===== config.mk =====
export PLATFORM = sky130hd
export DESIGN_NAME = instr_fetch
export DESIGN_NICKNAME = d
export VERILOG_FILES = /design/src/rtl/fetch_pkg.sv /design/src/rtl/pc_register.sv /design/src/rtl/instr_fetch.sv
export SDC_FILE = /design/constraint.sdc
export NUM_CORES = 1
export LEC_CHECK = 0
export ABC_AREA = 1
export BUFFER_PORTS_ARGS = -buffer_cell sky130_fd_sc_hd__buf_2
export CORE_UTILIZATION = 54
export CTS_BUF_LIST = sky130_fd_sc_hd__clkbuf_4 sky130_fd_sc_hd__clkbuf_8
export DETAILED_ROUTE_END_ITERATION = 6
export PLACE_DENSITY = 0.9
export SYNTH_ARGS = -nofsm -noshare
export SYNTH_HDL_FRONTEND = slang
export SYNTH_HIERARCHICAL = 1
export SYNTH_SLANG_ARGS = --single-unit

===== constraint.sdc =====
create_clock -name clk -period 2.27 [get_ports clk]
set_clock_uncertainty 0.2 [all_clocks]
set_input_delay 0.454 -clock clk [delete_from_list [all_inputs] [get_ports clk]]
set_output_delay 0.454 -clock clk [all_outputs]
set_load 0.05 [all_outputs]

===== src/rtl/fetch_pkg.sv =====
// Shared types and constants for the instruction-fetch stage and its decoder.
package fetch_pkg;

  typedef enum logic {
    S_FETCH = 1'b0,
    S_HOLD  = 1'b1
  } fetch_state_e;

  localparam logic [31:0] RESET_PC_DEF      = 32'h0000_0000;
  localparam logic [5:0]  BUBBLE_OPCODE_DEF = 6'b111111;

  localparam logic [5:0] R_FMT = 6'b000000;
  localparam logic [5:0] LW    = 6'b100011;
  localparam logic [5:0] SW    = 6'b101011;
  localparam logic [5:0] BEQ   = 6'b000100;

  function automatic logic [31:0] align_word(input logic [31:0] a);
    return {a[31:2], 2'b00};
  endfunction

endpackage


===== src/rtl/pc_register.sv =====
// Program counter register: synchronous reset to RESET_PC, loads next_i when load_i.
module pc_register #(
  parameter logic [31:0] RESET_PC = 32'h0000_0000
) (
  input  logic        clk,
  input  logic        reset,
  input  logic        load_i,
  input  logic [31:0] next_i,
  output logic [31:0] pc_o
);

  logic [31:0] pc_q;

  always_ff @(posedge clk) begin
    if (reset)       pc_q <= RESET_PC;
    else if (load_i) pc_q <= next_i;
  end

  assign pc_o = pc_q;

endmodule


===== src/rtl/instr_fetch.sv =====
// Single-outstanding instruction fetch: request at pc, hold the returned word
// until decode accepts it, and steer to branch targets that arrive at any time.
module instr_fetch
  import fetch_pkg::*;
#(
  parameter logic [31:0] RESET_PC      = RESET_PC_DEF,
  parameter logic [5:0]  BUBBLE_OPCODE = BUBBLE_OPCODE_DEF
) (
  input  logic        clk,
  input  logic        reset,
  output logic        imem_req,
  output logic [31:0] imem_addr,
  input  logic        imem_ack,
  input  logic [31:0] imem_rdata,
  input  logic        stall,
  input  logic        branch_taken,
  input  logic [31:0] branch_target,
  output logic [31:0] instr,
  output logic [5:0]  opcode,
  output logic [31:0] pc_out,
  output logic [31:0] pc_plus4,
  output logic        instr_valid
);

  fetch_state_e state_q, state_d;
  logic [31:0]  pc, pc_next;
  logic         pc_load;
  logic [31:0]  instr_q, instr_d, pc_out_q, pc_out_d, redir_pc_q, redir_pc_d;
  logic         valid_q, valid_d, redir_pend_q, redir_pend_d;
  logic         post_rst_q, ack_eff;
  logic [31:0]  br_tgt;

  // The first cycle out of reset may see the ack of an abandoned access.
  assign ack_eff = imem_ack & ~post_rst_q;
  assign br_tgt  = align_word(branch_target);

  pc_register #(.RESET_PC(RESET_PC)) u_pc (
    .clk    (clk),
    .reset  (reset),
    .load_i (pc_load),
    .next_i (pc_next),
    .pc_o   (pc)
  );

  always_ff @(posedge clk) begin
    if (reset) state_q <= S_FETCH;
    else       state_q <= state_d;
  end

  always_comb begin
    state_d = state_q;
    case (state_q)
      S_FETCH: if (ack_eff && !redir_pend_q && !branch_taken) state_d = S_HOLD;
      S_HOLD:  if (branch_taken || !stall)                    state_d = S_FETCH;
      default: state_d = S_FETCH;
    endcase
  end

  always_comb begin
    imem_req = ~reset && (state_q == S_FETCH);
    opcode   = valid_q ? instr_q[31:26] : BUBBLE_OPCODE;
  end

  always_comb begin
    instr_d      = instr_q;
    pc_out_d     = pc_out_q;
    valid_d      = valid_q;
    redir_pend_d = redir_pend_q;
    redir_pc_d   = redir_pc_q;
    pc_load      = 1'b0;
    pc_next      = pc_plus4;
    case (state_q)
      S_FETCH: begin
        if (ack_eff) begin
          if (redir_pend_q || branch_taken) begin
            pc_load      = 1'b1;
            pc_next      = branch_taken ? br_tgt : redir_pc_q;
            redir_pend_d = 1'b0;
          end else begin
            instr_d  = imem_rdata;
            pc_out_d = pc;
            valid_d  = 1'b1;
          end
        end else if (branch_taken) begin
          redir_pend_d = 1'b1;
          redir_pc_d   = br_tgt;
        end
      end
      S_HOLD: begin
        if (branch_taken) begin
          pc_load = 1'b1;
          pc_next = br_tgt;
          valid_d = 1'b0;
        end else if (!stall) begin
          pc_load = 1'b1;
          valid_d = 1'b0;
        end
      end
      default: ;
    endcase
  end

  always_ff @(posedge clk) begin
    post_rst_q <= reset;
    if (reset) begin
      instr_q      <= '0;
      pc_out_q     <= RESET_PC;
      valid_q      <= 1'b0;
      redir_pend_q <= 1'b0;
      redir_pc_q   <= '0;
    end else begin
      instr_q      <= instr_d;
      pc_out_q     <= pc_out_d;
      valid_q      <= valid_d;
      redir_pend_q <= redir_pend_d;
      redir_pc_q   <= redir_pc_d;
    end
  end

  assign imem_addr   = pc;
  assign instr       = instr_q;
  assign pc_out      = pc_out_q;
  assign pc_plus4    = pc_out_q + 32'd4;
  assign instr_valid = valid_q;

endmodule

Word-level counts from Yosys, hierarchy flattened
Index checks and enable logic that the tools add are counted.
Widths: inputs -> output; s select.
Operators by class
  $add $sub $neg: 1
  equality and inequality tests: 4
  mux-type cells: 22
  bitwise gates (word level): 6
  reduce and logical (&&, ||, !) cells: 13
Operators with widths (number)
  $mux 32: 4
  $pmux 32 s2: 1
  $add 32x3->32 const B: 1
  $mux 1: 13
  $reduce_and 3->1: 3
  $mux 6: 1
  $pmux 1 s2: 3
  $not 1->1: 5
  $ne 2x2->1 const B: 2
  $logic_and 1x1->1: 3
  $logic_not 1->1: 3
  $ne 3x3->1 const B: 1
  $logic_or 1x1->1: 2
  $ne 2x1->1 const B: 1
  $reduce_and 2->1: 1
  $reduce_bool 2->1: 1
  $and 1x1->1: 1
Storage, ports and cells
  bits in registers: 132
  output and inout port bits: 136
  word-level logic and storage cells: 54

Logic depth before layout (Yosys ltp)
Gate-level depths: netlist of run 1.
  depth in word-level cells: 6
  depth in mapped cells: 14
  mapped depth without buffers: 14

Hierarchy
The synthesis of run 1 kept the hierarchy.
Modules (own cells, without submodules)
  instr_fetch: times used 1, cells an instance 875, area an instance 5482.8 µm², sequential area each 2001.9 µm²
  pc_register: times used 1, cells an instance 203, area an instance 1338.8 µm², sequential area each 640.6 µm²

Worst setup path before layout of run 1
OpenSTA, ideal clock, no wires.
  path type: register -> register
  start point: reg pc_out_q[2], in the netlist pc_out[2]
  end point: reg u_pc.pc_q[9], in the netlist u_pc/pc_o[9]
  arrival: 2.743 ns
  data required time: 2.006 ns
  setup slack: -0.737 ns
  stages on the path, launching flop included: 13
  buffers on the path: 0
  clock period less this slack: 3.007 ns
  cells stage by stage: dfxtp_1 -> inv_1 -> nor2_1 -> nand2_2 -> xnor2_1 -> nand2_1 -> nand2_1 -> nand2_1 -> nand2_1 -> inv_1 -> nand2_1 -> nand2_1 -> nor2_1
Between the ends
  cells in the longest elaborated chain, start to end: 4
  elaborated cells between the ends (all ways): 5
RTL lines
  from (decl): RTL line instr_fetch.sv:28  | logic [31:0] instr_q, instr_d, pc_out_q, pc_out_d, redir_pc_q, redir_pc_d;
  from (signal assigned): RTL line instr_fetch.sv:113  | pc_out_q <= pc_out_d;
  $add 32x3->32 (*): RTL line instr_fetch.sv:123  | assign pc_plus4 = pc_out_q + 32'd4;
  via pc_plus4[9]: RTL line instr_fetch.sv:21  | output logic [31:0] pc_plus4,
  $mux 32: RTL line instr_fetch.sv:75  | if (redir_pend_q || branch_taken) begin
  $mux 32: RTL line instr_fetch.sv:74  | if (ack_eff) begin
  $pmux 32 s2 (*): RTL line instr_fetch.sv:72  | case (state_q)
  via pc_next[9]: RTL line instr_fetch.sv:26  | logic [31:0] pc, pc_next;
  to (signal assigned): RTL line pc_register.sv:16  | else if (load_i) pc_q <= next_i;
  to (decl): RTL line pc_register.sv:12  | logic [31:0] pc_q;
The timed path passes the listed nets; every way through them passes the cells marked *.
A chain may end at the register's enable or synchronous reset.

Worst setup path after layout of run 1
  start point: reg pc_out_q[3], in the netlist pc_out[3]
  end point: out pc_plus4[10]
Between the ends
  cells in the longest elaborated chain, start to end: 1
RTL lines (RTL line)
  $add 32x3->32: instr_fetch.sv:123
  to (decl): instr_fetch.sv:21
No other way between the ends.

==> impl_metrics.env, run 1 <==
export IMPL_synth_edff_count=0
export IMPL_grtUsageMet3=0.0789
export IMPL_cts_inserted_buffers=17
export IMPL_synth_sequential_area_ratio=0.387
export IMPL_worstPathCellList="ha_4 > inv_4 > nor2_4 > nand2_4 > buf_4 > buf_6 > xnor2_4 > buf_6"
export IMPL_hold_violations=0
export IMPL_grt_pass1_wl_um=35800
export IMPL_cts_max_level=4
export IMPL_ys_warn_count=6
export IMPL_core_rowCount=40
export IMPL_grt_most_used_layer="met2"
export IMPL_grt_setup_unrepaired="yes"
export IMPL_syn_to_layout_area_delta_pct=40.6
export IMPL_core_region_area_um2=12200
export IMPL_viasPerCell=5.63
export IMPL_timing_critical_path_required_ps=1620
export IMPL_buffer_ports_inserted=202
export IMPL_synth_async_sr_flop_share=0
export IMPL_die_h_um=114
export IMPL_critical_path_max_stage_delay_ps=390
export IMPL_initial_utilization=0.561
export IMPL_path_max_fanout=5
export IMPL_syn_mean_instance_area_um2=6.33
export IMPL_violations="DRC, setup timing"
export IMPL_cellInternalPower_mw=3.94
export IMPL_ys_ff_latch=132
export IMPL_static_leakage_power_nw=4.51
export IMPL_post_synth_inst_count=1078
export IMPL_place_ws_ps=-6.70
export IMPL_layout_drive_gt1_share=0.349
export IMPL_synth_net_count=1148
export IMPL_min_delay_path_class="in -> reg"
export IMPL_postRouteWirelength_um=25000
export IMPL_grt_start_max_net_pins=52
export IMPL_drt_iter0_markers=944
export IMPL_report_final_setup_viol=29
export IMPL_final_core_utilization=0.789
export IMPL_finalCritPeriodShare=1.15
export IMPL_cellPowerDensity_nw_per_um2=634
export IMPL_vias_in_the_first_global_route=7285
export IMPL_chipWidth_um=114
export IMPL_critPathArrivalTime_ps=1950
export IMPL_top_family_by_delay_on_critical_path="buffers and inverters"
export IMPL_most_frequent_cells_after_synthesis="sky130_fd_sc_hd__nand2_1, sky130_fd_sc_hd__nor2_1, sky130_fd_sc_hd__dfxtp_1, sky130_fd_sc_hd__o21ai_0, sky130_fd_sc_hd__inv_1"
export IMPL_vdd_ir_drop_worst_v=0.000510
export IMPL_post_route_cell_area_um2=9590
export IMPL_synth_lib_cells_used_distinct=28
export IMPL_clockPowerShare=0.325
export IMPL_critPathSlowestCell="sky130_fd_sc_hd__dfxtp_4"
export IMPL_cts_sinks=132
export IMPL_groute_usage_overall=0.354
export IMPL_power_switching_fraction=0.351
export IMPL_placed_cell_area_um2=8220
export IMPL_detailroute_via_count=8406
export IMPL_synthFlopType="sky130_fd_sc_hd__dfxtp_1"
export IMPL_worst_slew_pin_slew_ps=544
export IMPL_place_hpwl_um=15200
export IMPL_power_combinational_fraction=0.250
export IMPL_die_area_um2=13100
export IMPL_maxSlewHeadroom=0.636
export IMPL_drcViolationCount=1
export IMPL_initial_antenna_violation_count=0
export IMPL_use_met2=0.612
export IMPL_synth_area_top_cells="sky130_fd_sc_hd__dfxtp_1, sky130_fd_sc_hd__nand2_1, sky130_fd_sc_hd__nor2_1"
export IMPL_critPathLaunchType="flop"
export IMPL_share_seq_of_total_power=0.425
export IMPL_clk_path_buf_depth=2
export IMPL_run_status="finished, violations left"
export IMPL_replace_congestion=0.936
export IMPL_synth_largest_area_cell="sky130_fd_sc_hd__dfxtp_1"
export IMPL_fmaxAchievable_mhz=384
export IMPL_antenna_cells=0
export IMPL_cp_buffers_inverters=4
export IMPL_finalWorstPathRequiredPeriod_ps=2600
export IMPL_finish_net_count=1383
export IMPL_net_switching_power_mw=2.13
export IMPL_synthMostInstantiatedCell="sky130_fd_sc_hd__nand2_1"
export IMPL_cts_tree="done"
export IMPL_post_route_worst_setup_slack_ps=-335
export IMPL_cts_root_buffer="sky130_fd_sc_hd__clkbuf_8"
export IMPL_drtPass1Iterations=7
export IMPL_yosys_area_top_type_share=0.387
export IMPL_clock_pin_slew_reported_for_the_worst_setup_and_hold_paths_after_clock_tree_synthesis_ps=80
export IMPL_grt_remaining_overflow=0
export IMPL_grt_use_met1=0.422
export IMPL_wire_per_inst_um=16.7
export IMPL_cpMostUsedCell="sky130_fd_sc_hd__buf_6"
export IMPL_detail_route_antenna_nets=0
export IMPL_synthesis_area_um2=6820
export IMPL_pin_count=205
export IMPL_worstSetupEndpointType="primary output"
export IMPL_worstSkewPairLatency_ps=450
export IMPL_crit_type="reg -> out"
export IMPL_setup_total_negative_slack_ps=-6170
export IMPL_timing_max_transition_violations_final=0
export IMPL_cap_violations=0
export IMPL_design_power_total_mw=6.08
## final timing paths
kind	slack (ps)	startpoint	endpoint	depth (start not counted)
max	-330	pc_out[3]$_SDFFE_PP0P_	pc_plus4[10]	8
min	50	imem_rdata[21]	instr[21]$_SDFFE_PP0P_	3
max reg2reg	-20	pc_out[3]$_SDFFE_PP0P_	u_pc/pc_o[10]$_SDFFE_PP0P_	15
min reg2reg	250	redir_pc_q[0]$_SDFFE_PP0P_	redir_pc_q[0]$_SDFFE_PP0P_	2
## worst min-delay path: stages
cell and delay [ps]:
sky130_fd_sc_hd__buf_2 70, sky130_fd_sc_hd__o21ai_0 70, sky130_fd_sc_hd__nor2_1 70
## cell families after synthesis
group | after synthesis | synth area share
simple gates | 592 | 0.352
compound gates | 197 | 0.152
buf+inv | 149 | 0.0974
flops | 132 | 0.387
xor+xnor | 7 | 0.00899
fa+ha+maj | 1 | 0.00183
## power groups by stage
stage	Clock (mW)	Combinational, mW	Sequential, mW
after floorplan	0	0.661	2.96
after global placement	0	1.34	2.62
after detailed placement	0	1.36	2.62
after CTS	1.95	1.44	2.57
after global routing	2.07	1.61	2.59
final	1.98	1.52	2.58
## per-stage QoR
stage	cells	hold slack [ps]
6_report	1494	53.6
5_1_grt	1494	33.0
4_1_cts	1479	42.3
3_5_place_dp	1428	234
3_3_place_gp	1428	236
2_1_floorplan	1078	217
## routing by layer
layer	wire length [µm]	vias up	part of all wire
li1	-	3894	-
met1	9030	3780	0.36
met2	12000	597	0.48
met3	2820	135	0.11
met4	1200	0	0.048
met5	0	-	0
## registers in the layout, summed over array words and instances, names as in the netlist
signal / cells
redir_pc_q: 32
pc_out: 32
post_rst_q: 1
redir_pend_q: 1
instr_valid: 1
u_pc/pc_o: 32
state_q: 1
instr: 32
## area by class of cell
class | instances | area (µm²)
Fill cell | 822 | 2570
Clock inverter | 10 | 108
Tap cell | 168 | 210
Inverter | 87 | 333
Timing Repair Buffer | 278 | 1910
Clock buffer | 22 | 278
Sequential cell | 132 | 2720
Multi-Input combinational cell | 797 | 4030
## layout by cell type (no fill, tap or decap), types with 5 or more instances in the layout
| cell | n |
|---|---|
| sky130_fd_sc_hd__nand2_1 | 280 |
| sky130_fd_sc_hd__buf_2 | 174 |
| sky130_fd_sc_hd__nor2_1 | 156 |
| sky130_fd_sc_hd__o21ai_0 | 111 |
| sky130_fd_sc_hd__dfxtp_1 | 106 |
| sky130_fd_sc_hd__inv_1 | 75 |
| sky130_fd_sc_hd__buf_4 | 66 |
| sky130_fd_sc_hd__a21oi_1 | 45 |
| sky130_fd_sc_hd__nand2_2 | 42 |
| sky130_fd_sc_hd__nand3_1 | 39 |
| sky130_fd_sc_hd__a31oi_1 | 30 |
| sky130_fd_sc_hd__nor2_4 | 24 |
| sky130_fd_sc_hd__dfxtp_4 | 19 |
| sky130_fd_sc_hd__clkbuf_8 | 18 |
| sky130_fd_sc_hd__nor2_2 | 17 |
| sky130_fd_sc_hd__buf_6 | 16 |
| sky130_fd_sc_hd__buf_8 | 16 |
| sky130_fd_sc_hd__inv_2 | 9 |
| sky130_fd_sc_hd__nand2_4 | 8 |
| sky130_fd_sc_hd__dfxtp_2 | 7 |
| sky130_fd_sc_hd__nand3b_1 | 6 |
| sky130_fd_sc_hd__buf_12 | 6 |
| sky130_fd_sc_hd__nand3_2 | 5 |
| sky130_fd_sc_hd__xnor2_4 | 5 |
| sky130_fd_sc_hd__clkinv_2 | 5 |
## what timing repair did
action | CTS | global route
pin swaps | 34 | 27
hold buffers | 0 | 0
buffers inserted | 19 | 16
setup endpoints to repair | 28 | 30
cloned | 0 | 0
resized for setup | 169 | 49
(Power assumes the default switching activity.)
==> inputs of run 2 (changes only) <==
CELL_PAD_IN_SITES_DETAIL_PLACEMENT = 1   (was not set)
CELL_PAD_IN_SITES_GLOBAL_PLACEMENT = 1   (was not set)
CORE_UTILIZATION = 36   (was 54)
PLACE_DENSITY = 0.89   (was 0.9)
==> impl_metrics.env, run 2 (synthesized netlist as in run 1, its figures left out) <==
export IMPL_grt_remaining_overflow=0
export IMPL_drcViolationCount=0
export IMPL_worstPathCellList="nand2_2 > inv_1 > nand2_1 > nor2_4 > nand3b_1 > nand2_2 > buf_6"
export IMPL_fin_worst_hold_slack_ps=5.43
export IMPL_rr_worst_depth=14
export IMPL_vdd_ir_drop_worst_v=0.000431
export IMPL_hold_violations=0
export IMPL_finalCritPeriodShare=1.27
export IMPL_syn_to_layout_area_delta_pct=47.5
export IMPL_cts_inserted_buffers=17
export IMPL_finalWorstPathRequiredPeriod_ps=2870
export IMPL_use_met2=0.567
export IMPL_worst_slew_pin_slew_ps=590
export IMPL_cpMostUsedCell="sky130_fd_sc_hd__nand2_2"
export IMPL_replace_congestion=0.894
export IMPL_min_delay_path_class="in -> reg"
export IMPL_grt_most_used_layer="met2"
export IMPL_viasPerCell=5.92
export IMPL_timing_critical_path_required_ps=1620
export IMPL_critPathLaunchType="flop"
export IMPL_groute_usage_overall=0.324
export IMPL_chipWidth_um=140
export IMPL_cts_max_level=4
export IMPL_clock_pin_slew_reported_for_the_worst_setup_and_hold_paths_after_clock_tree_synthesis_ps=100
export IMPL_place_hpwl_um=19300
export IMPL_initial_utilization=0.373
export IMPL_grt_start_max_net_pins=45
export IMPL_finish_net_count=1408
export IMPL_buffer_ports_inserted=202
export IMPL_wire_per_inst_um=24.4
export IMPL_grt_use_met1=0.375
export IMPL_most_frequent_cells_in_the_layout="sky130_fd_sc_hd__nand2_1, sky130_fd_sc_hd__buf_2, sky130_fd_sc_hd__nor2_1"
export IMPL_cap_violations=0
export IMPL_critical_path_max_stage_delay_ps=400
export IMPL_fmaxAchievable_mhz=348
export IMPL_mostFrequentLayoutCell="sky130_fd_sc_hd__nand2_1"
export IMPL_die_h_um=140
export IMPL_timing_max_transition_violations_final=0
export IMPL_static_leakage_power_nw=4.71
export IMPL_vias_in_the_first_global_route=8886
export IMPL_detail_route_antenna_nets=0
export IMPL_postRouteWirelength_um=38500
export IMPL_run_status="finished, violations left"
export IMPL_maxSlewHeadroom=0.606
export IMPL_path_max_fanout=5
export IMPL_worstSetupEndpointType="primary output"
export IMPL_clk_path_buf_depth=2
export IMPL_critPathSlowestCell="sky130_fd_sc_hd__dfxtp_2"
export IMPL_grtUsageMet3=0.0637
export IMPL_top_family_by_delay_on_critical_path="simple AND/OR/NAND/NOR gates"
export IMPL_worst_path_stages=7
export IMPL_core_rowCount=49
export IMPL_die_area_um2=19500
export IMPL_worstSkewPairLatency_ps=510
export IMPL_post_route_worst_setup_slack_ps=-604
export IMPL_cts_root_buffer="sky130_fd_sc_hd__clkbuf_8"
export IMPL_cts_tree="done"
export IMPL_grt_pass1_wl_um=49000
export IMPL_hold_path_cell_count=3
export IMPL_fill_cells=2375
export IMPL_cts_sinks=132
export IMPL_initial_antenna_violation_count=0
export IMPL_violations="setup timing"
export IMPL_pin_count=205
export IMPL_crit_type="reg -> out"
export IMPL_design_power_total_mw=6.68
export IMPL_layout_drive_gt1_share=0.364
export IMPL_register_to_register_setup_slack_ps=-250
export IMPL_grt_setup_unrepaired="yes"
export IMPL_report_final_setup_viol=40
export IMPL_detailroute_via_count=9355
export IMPL_drtPass1Iterations=5
export IMPL_antenna_cells=0
export IMPL_critPathArrivalTime_ps=2220
export IMPL_cp_buffers_inverters=2
export IMPL_drt_iter0_markers=867
export IMPL_cellPowerDensity_nw_per_um2=664
export IMPL_core_region_area_um2=18300
==> run 2: cell types whose count changed in the layout (fill, tap and decap cells not counted), moves of 3 or more <==
cell / before / now
sky130_fd_sc_hd__o21ai_0: 111 / 108
sky130_fd_sc_hd__nor2_4: 24 / 27
sky130_fd_sc_hd__inv_6: 0 / 4
sky130_fd_sc_hd__clkbuf_4: 4 / 1
sky130_fd_sc_hd__buf_4: 66 / 80
sky130_fd_sc_hd__clkinv_2: 5 / 1
sky130_fd_sc_hd__clkinv_4: 0 / 3
sky130_fd_sc_hd__buf_6: 16 / 22
sky130_fd_sc_hd__nand2_2: 42 / 38
sky130_fd_sc_hd__buf_8: 16 / 20
sky130_fd_sc_hd__nand2_4: 8 / 14
sky130_fd_sc_hd__o21ai_1: 2 / 5
==> run 2: worst reg2reg max path: cells and delay by family, from the launching register on <==
kind,cells,cell delay (ps)
AO/OA/AOI/OAI,1,210
XOR/XNOR,1,120
adder cells (fa/ha/maj),1,180
buffers and inverters,5,580
flip-flops,1,400
AND/OR/NAND/NOR,6,700
==> run 2: timing repair <==
action,4_1_cts,5_1_grt
buffers inserted,19,26
hold buffers,0,0
setup endpoints to repair,28,33
gates resized for setup,145,109
pin swaps,24,48
==> run 2: path summary, 6_finish.rpt <==
kind / start / to
hold reg to reg: redir_pc_q[1]$_SDFFE_PP0P_ / redir_pc_q[1]$_SDFFE_PP0P_
hold / removal: imem_rdata[25] / instr[25]$_SDFFE_PP0P_
setup reg to reg: pc_out[2]$_SDFFE_PP0P_ / u_pc/pc_o[8]$_SDFFE_PP0P_
setup / recovery: pc_out[12]$_SDFFE_PP0P_ / pc_plus4[30]
==> run 2: per-layer routing <==
layer  part of all wire  wire length (µm)
met4              0.080              3090
met5                  0                 0
met1               0.36             13800
met3              0.091              3510
met2               0.47             18200
==> run 2: final cells by class <==
cell class,instances,area [µm²],share of cell area
multi-input cells,797,4110,0.409
flip-flops and latches,132,2720,0.271
clock inverters,14,201,0.0200
inverters,87,335,0.0333
well taps,229,287,0.0285
repair buffers,303,2160,0.215
clock buffers,18,241,0.0240
==> run 2: where the power goes <==
group	leakage [nW]	switching [mW]	internal, mW
logic	3.40	1.21	0.483
clock network	0.218	1.17	1.22
registers	1.10	0.145	2.45
total	4.71	2.52	4.16
==> run 2: through the flow <==
| step | area [µm²] | TNS, ps | instances | utilization | worst slack [ps] |
|---|---|---|---|---|---|
| 6_report | 10100 | -11940 | 1580 | 0.551 | -604 |
| 2_1_floorplan | 6940 | 0 | 1078 | - | 6.06 |
| 3_3_place_gp | 8470 | -23.1 | 1510 | 0.464 | -19.7 |
| 4_1_cts | 9550 | -6750 | 1561 | 0.522 | -349 |
| 5_1_grt | 10100 | -12970 | 1580 | 0.551 | -601 |
| 3_5_place_dp | 8470 | -215 | 1510 | 0.464 | -63.1 |
